[src/rtl/counterexample_capture.sv]
// counterexample_capture
// Watches two automata that are driven with the same input word and records
// the shortest prefix on which their acceptance outputs disagree.
//
// Ports
//   clk       in   rising-edge clock
//   reset     in   asynchronous, active-low clear of all state
//   arm       in   pulse: start (or restart) an equivalence run
//   word_rst  in   both automata are being reset: a new test word begins
//   step      in   in_bit is being applied to both automata this cycle
//   in_bit    in   symbol applied when step=1
//   out1      in   acceptance output of automaton 1
//   out2      in   acceptance output of automaton 2
//   busy      out  run in progress
//   done      out  run ended with a captured counterexample
//   mismatch  out  a counterexample is held
//   ce_len    out  counterexample length, 0..16
//   ce_bits   out  counterexample symbols, bit 0 = first symbol, upper bits 0
//   word_cnt  out  words started since arm, saturating at 255
//   ovf       out  sticky: some word ran past 16 symbols
module counterexample_capture (
   input  logic        clk,
   input  logic        reset,
   input  logic        arm,
   input  logic        word_rst,
   input  logic        step,
   input  logic        in_bit,
   input  logic        out1,
   input  logic        out2,
   output logic        busy,
   output logic        done,
   output logic        mismatch,
   output logic [4:0]  ce_len,
   output logic [15:0] ce_bits,
   output logic [7:0]  word_cnt,
   output logic        ovf
);

   localparam int unsigned PREFIX_W = 16;
   localparam int unsigned LEN_W    = 5;
   localparam int unsigned CNT_W    = 8;
   localparam int unsigned IDX_W    = 4;

   localparam logic [LEN_W-1:0] MAX_LEN = LEN_W'(PREFIX_W);
   localparam logic [CNT_W-1:0] CNT_MAX = {CNT_W{1'b1}};

   typedef enum logic [1:0] {
      ST_IDLE     = 2'd0,
      ST_ARMED    = 2'd1,
      ST_CAPTURED = 2'd2
   } state_e;

   state_e                state_q,    state_d;
   logic [PREFIX_W-1:0]   prefix_q,   prefix_d;
   logic [LEN_W-1:0]      plen_q,     plen_d;
   logic                  pend_q,     pend_d;
   logic                  mismatch_q, mismatch_d;
   logic [LEN_W-1:0]      ce_len_q,   ce_len_d;
   logic [PREFIX_W-1:0]   ce_bits_q,  ce_bits_d;
   logic [CNT_W-1:0]      word_cnt_q, word_cnt_d;
   logic                  ovf_q,      ovf_d;
   logic                  busy_q,     busy_d;
   logic                  done_q,     done_d;

   // Compare outcome for the pending sample (only meaningful when pend_q=1)
   logic                  differ_c;
   assign differ_c = out1 ^ out2;

   // Next-state and next-output logic
   always_comb begin
      state_d    = state_q;
      prefix_d   = prefix_q;
      plen_d     = plen_q;
      pend_d     = 1'b0;
      mismatch_d = mismatch_q;
      ce_len_d   = ce_len_q;
      ce_bits_d  = ce_bits_q;
      word_cnt_d = word_cnt_q;
      ovf_d      = ovf_q;

      unique case (state_q)
         ST_IDLE: begin
            if (arm) begin
               state_d    = ST_ARMED;
               prefix_d   = '0;
               plen_d     = '0;
               mismatch_d = 1'b0;
               ce_len_d   = '0;
               ce_bits_d  = '0;
               word_cnt_d = '0;
               ovf_d      = 1'b0;
            end
         end

         ST_ARMED: begin
            if (arm) begin
               state_d    = ST_ARMED;
               prefix_d   = '0;
               plen_d     = '0;
               mismatch_d = 1'b0;
               ce_len_d   = '0;
               ce_bits_d  = '0;
               word_cnt_d = '0;
               ovf_d      = 1'b0;
            end else if (pend_q && differ_c) begin
               // Prefix/length already reflect the event that raised the compare
               state_d    = ST_CAPTURED;
               mismatch_d = 1'b1;
               ce_len_d   = plen_q;
               ce_bits_d  = prefix_q;
            end else if (word_rst) begin
               // word_rst wins over a simultaneous step
               prefix_d = '0;
               plen_d   = '0;
               pend_d   = 1'b1;
               if (word_cnt_q != CNT_MAX) begin
                  word_cnt_d = word_cnt_q + CNT_W'(1);
               end
            end else if (step) begin
               if (plen_q < MAX_LEN) begin
                  prefix_d[IDX_W'(plen_q)] = in_bit;
                  plen_d                   = plen_q + LEN_W'(1);
                  pend_d                   = 1'b1;
               end else begin
                  // Full prefix: length stays at 16, so no compares until word_rst
                  ovf_d = 1'b1;
               end
            end
         end

         ST_CAPTURED: begin
            if (arm) begin
               state_d    = ST_ARMED;
               prefix_d   = '0;
               plen_d     = '0;
               mismatch_d = 1'b0;
               ce_len_d   = '0;
               ce_bits_d  = '0;
               word_cnt_d = '0;
               ovf_d      = 1'b0;
            end
         end

         default: begin
            state_d = ST_IDLE;
         end
      endcase

      busy_d = (state_d == ST_ARMED);
      done_d = (state_d == ST_CAPTURED);
   end

   // State and output registers
   always_ff @(posedge clk or negedge reset) begin
      if (!reset) begin
         state_q    <= ST_IDLE;
         prefix_q   <= '0;
         plen_q     <= '0;
         pend_q     <= 1'b0;
         mismatch_q <= 1'b0;
         ce_len_q   <= '0;
         ce_bits_q  <= '0;
         word_cnt_q <= '0;
         ovf_q      <= 1'b0;
         busy_q     <= 1'b0;
         done_q     <= 1'b0;
      end else begin
         state_q    <= state_d;
         prefix_q   <= prefix_d;
         plen_q     <= plen_d;
         pend_q     <= pend_d;
         mismatch_q <= mismatch_d;
         ce_len_q   <= ce_len_d;
         ce_bits_q  <= ce_bits_d;
         word_cnt_q <= word_cnt_d;
         ovf_q      <= ovf_d;
         busy_q     <= busy_d;
         done_q     <= done_d;
      end
   end

   assign busy     = busy_q;
   assign done     = done_q;
   assign mismatch = mismatch_q;
   assign ce_len   = ce_len_q;
   assign ce_bits  = ce_bits_q;
   assign word_cnt = word_cnt_q;
   assign ovf      = ovf_q;

endmodule

[config.mk]
export PLATFORM = sky130hd
export DESIGN_NAME = counterexample_capture
export DESIGN_NICKNAME = d
export VERILOG_FILES = /design/src/rtl/counterexample_capture.sv
export SDC_FILE = /design/constraint.sdc
export NUM_CORES = 1
export LEC_CHECK = 0
export CAP_MARGIN = 20
export CORE_MARGIN = 2
export CORE_UTILIZATION = 30
export CTS_CLUSTER_SIZE = 10
export DETAILED_ROUTE_END_ITERATION = 8
export GPL_TIMING_DRIVEN = 0
export MAX_ROUTING_LAYER = met4
export SYNTH_ARGS = -nofsm -noshare
export SYNTH_HDL_FRONTEND = slang
export SYNTH_SLANG_ARGS = --single-unit
[constraint.sdc]
create_clock -name clk -period 2.9 [get_ports clk]
set_input_delay 0.58 -clock clk [delete_from_list [all_inputs] [get_ports clk]]
set_output_delay 0.58 -clock clk [all_outputs]
set_load 0.03 [all_outputs]
==> flow_metrics.env <==
export IMPL_critical_path_cell_chain="clkdlybuf4s50_1"
export IMPL_yosys_top_cells_area="dfrtp_1 (51%), mux2i_1 (9.0%), o21ai_0 (4.5%), a22o_1 (4.4%), nand4_1 (3.2%)"
export IMPL_clkTransAtPathRegs_ns=0.06
export IMPL_overflow=0
export IMPL_vias_per_cell=4.91
export IMPL_critPathBufInv=1
export IMPL_max_freq_ghz=0.477
export IMPL_die_height_um=100
export IMPL_die_w_um=100
export IMPL_timing_final_crit_share_pct=72.4
export IMPL_switching_power_uw=620
export IMPL_path_max_fanout=6
export IMPL_area_growth_pct=27.2
export IMPL_power_frac_seq_pct=42.2
export IMPL_post_cts_buffers=0
export IMPL_fillCellCount=891
export IMPL_finalInstanceArea_um2=3530
export IMPL_p_per_area_nw_per_um2=587
export IMPL_cp_end_kind="primary output"
export IMPL_hold_viol=0
export IMPL_cts_buffer_depth=2
export IMPL_clock_latency_ns=0.35
export IMPL_synth_edf_count=0
export IMPL_ys_ff_latch=57
export IMPL_power_internal_uw=1460
export IMPL_yosys_area_top_type="dfrtp_1"
export IMPL_synth_common_cells="dfrtp_1 (57), mux2i_1 (25), o21ai_0 (25), nand2_1 (17)"
export IMPL_arrival_ns=1.52
export IMPL_clock_sinks=57
export IMPL_dpl_cell_area_um2=3320
export IMPL_critPathTopFamily="buffers and inverters"
export IMPL_synthesis_nets=266
export IMPL_track_usage_pct=14.4
export IMPL_drc=0
export IMPL_ant_nets=0
export IMPL_peakVddDrop_mv=0.201
export IMPL_antenna_found_initial=0
export IMPL_start_kind="flip-flop"
export IMPL_grt_pass1_wl_um=10900
export IMPL_dpl_cell_count=404
export IMPL_tightest_slew_ns=0.553
export IMPL_crit_type="flip-flop to primary output"
export IMPL_num_nets_final=317
export IMPL_core_area_um2=9110
export IMPL_root_buffer="clkbuf_8"
export IMPL_post_drt_wl_per_cell_um=14.9
export IMPL_synth_async_reset_ratio_pct=100
export IMPL_vias=2064
export IMPL_finClkSkew_ns=0.00797
export IMPL_dp_hpwl_um=4320
export IMPL_rows=35
export IMPL_critPathSlowestCell="clkdlybuf4s50_1"
export IMPL_synth_seq_area_share_pct=51.3
export IMPL_grt_max_degree=35
export IMPL_dieArea_um2=10000
export IMPL_cts_hold_repair_buffers=0
export IMPL_dr_pass1_iters=4
export IMPL_grt_pass1_vias=2125
export IMPL_drive_gt1_share_pct=14.9
export IMPL_n_antenna_cell=0
export IMPL_synth_top_area_share_pct=51.3
export IMPL_synth_top_flop_cell="dfrtp_1"
export IMPL_min_path_type="primary input to async pin"
export IMPL_numCtsBuffers=9
export IMPL_finalSetupTns_ns=0
export IMPL_period_needed_ns=2.10
export IMPL_drtIter0Drc=97
export IMPL_drv_slew=0
export IMPL_synth_cells=253
export IMPL_post_synth_top_count_cell="dfrtp_1"
export IMPL_final_core_util_pct=38.8
export IMPL_start_util_pct=30.5
export IMPL_portBuffers=39
export IMPL_ctsHtreeMaxLevel=3
export IMPL_sw_frac_of_total_pct=29.9
export IMPL_post_cts_resized=0
export IMPL_fin_cells=420
export IMPL_max_stage_delay_ns=0.71
export IMPL_required_ns=2.32
export IMPL_rsz0062_at_grt="no"
export IMPL_setup_slack_ns=0.802
export IMPL_io_pins=41
export IMPL_setup_viol=0
export IMPL_dpl_worst_slack_ns=0.542
export IMPL_cts_tree="done"
export IMPL_cap_violations=0
export IMPL_gp_congestion=0.843
export IMPL_synth_distinct_cells=44
export IMPL_maxSlewHeadroom_pct=63.1
export IMPL_syn_area_um2=2780
export IMPL_clockPowerShare_pct=39.4
export IMPL_outcome="finished, final reports clean"
export IMPL_syn_avg_cell_area_um2=11.0
export IMPL_power_leakage_uw=0.00157
export IMPL_combPwrFrac_pct=18.4
export IMPL_routed_wl_um=6260
export IMPL_yosysWarnings=0
==> worst paths after layout <==
check,slack [ns],end,startpoint,cells past startpoint
min in group clk,0.47,state_q[1]$_DFF_PN0_,arm,2
worst max register to register,1.01,word_cnt[1]$_DFFE_PN0P_,word_cnt[0]$_DFFE_PN0P_,6
max in group asynchronous,2.11,prefix_q[12]$_DFFE_PN0P_,reset,2
worst min register to register,0.49,mismatch$_DFFE_PN0P_,mismatch$_DFFE_PN0P_,1
worst min-delay path,0.21,word_cnt[3]$_DFFE_PN0P_,reset,1
worst max-delay path,0.80,word_cnt[3],word_cnt[3]$_DFFE_PN0P_,1
==> state kept, by name (all words and copies together) (netlist names) <==
signal and cells:
busy 1, state_q 2, done 1, ce_bits 16, plen_q 5, ovf 1
mismatch 1, prefix_q 16, ce_len 5, word_cnt 8, pend_q 1
==> cell families after synthesis <==
| family | count (synthesis) | share of synthesized area, % |
|---|---|---|
| adder cells (fa/ha/maj) | 5 | 2.25 |
| XOR/XNOR | 2 | 0.630 |
| AND/OR/NAND/NOR | 75 | 15.5 |
| flip-flops | 57 | 51.3 |
| AO/OA/AOI/OAI | 58 | 15.8 |
| multiplexers | 25 | 9.00 |
| buffers and inverters | 31 | 5.45 |
==> final cells by class <==
cell class	instances	area, um2	area share [%]
flip-flops and latches	57	1430	40.4
multi-input cells	165	1200	34.0
repair buffers	40	405	11.5
well taps	111	139	3.93
clock buffers	11	131	3.72
plain buffers	16	95.1	2.69
clock inverters	5	80.1	2.27
inverters	15	56.3	1.59
==> layer usage <==
layer  vias to the layer above  share of wire, %  GRT usage (%)  routed length, um
met2                        47                42           19.3               2640
met5                         -                 0              -                  0
met3                        13               4.7           3.27                293
met1                       984                51           20.3               3180
li1                       1020                 -              -                  -
met4                         0               2.3           7.17                143
==> power groups by stage <==
stage | combinational [uW] | clock, uW | sequential, uW
final | 382 | 817 | 877
after global routing | 421 | 876 | 880
after CTS | 388 | 836 | 876
after detailed placement | 384 | 0 | 889
after global placement | 376 | 0 | 890
after floorplan | 203 | 0 | 927
==> cells in the final DEF, fill, tap and decap left out, types with 2 or more instances in the layout <==
cell / netlist / final
bufinv_16: 0 / 2
buf_2: 7 / 8
nor2_1: 8 / 8
mux2i_1: 25 / 25
nand2_1: 17 / 17
o31ai_1: 2 / 2
and3_1: 2 / 2
nor4_1: 2 / 2
nor3_1: 8 / 8
nand4_1: 14 / 14
nand3_1: 8 / 8
buf_6: 3 / 3
nand2b_1: 3 / 3
clkbuf_8: 0 / 9
a22o_1: 14 / 14
clkdlybuf4s50_1: 0 / 38
inv_1: 14 / 14
ha_1: 5 / 5
o22a_2: 6 / 6
a21o_1: 2 / 2
dfrtp_1: 57 / 57
o21ai_0: 25 / 25
clkbuf_1: 5 / 7
nor2b_1: 3 / 3
clkinvlp_4: 0 / 2
==> through the flow <==
| step | total power [uW] | hold slack (ns) |
|---|---|---|
| 2_1_floorplan | 1130 | 0.284 |
| 3_3_place_gp | 1270 | 0.467 |
| 3_5_place_dp | 1270 | 0.474 |
| 4_1_cts | 2100 | 0.226 |
| 5_1_grt | 2180 | 0.263 |
| 6_report | 2080 | 0.214 |
Power figures use the tool's default switching activity.
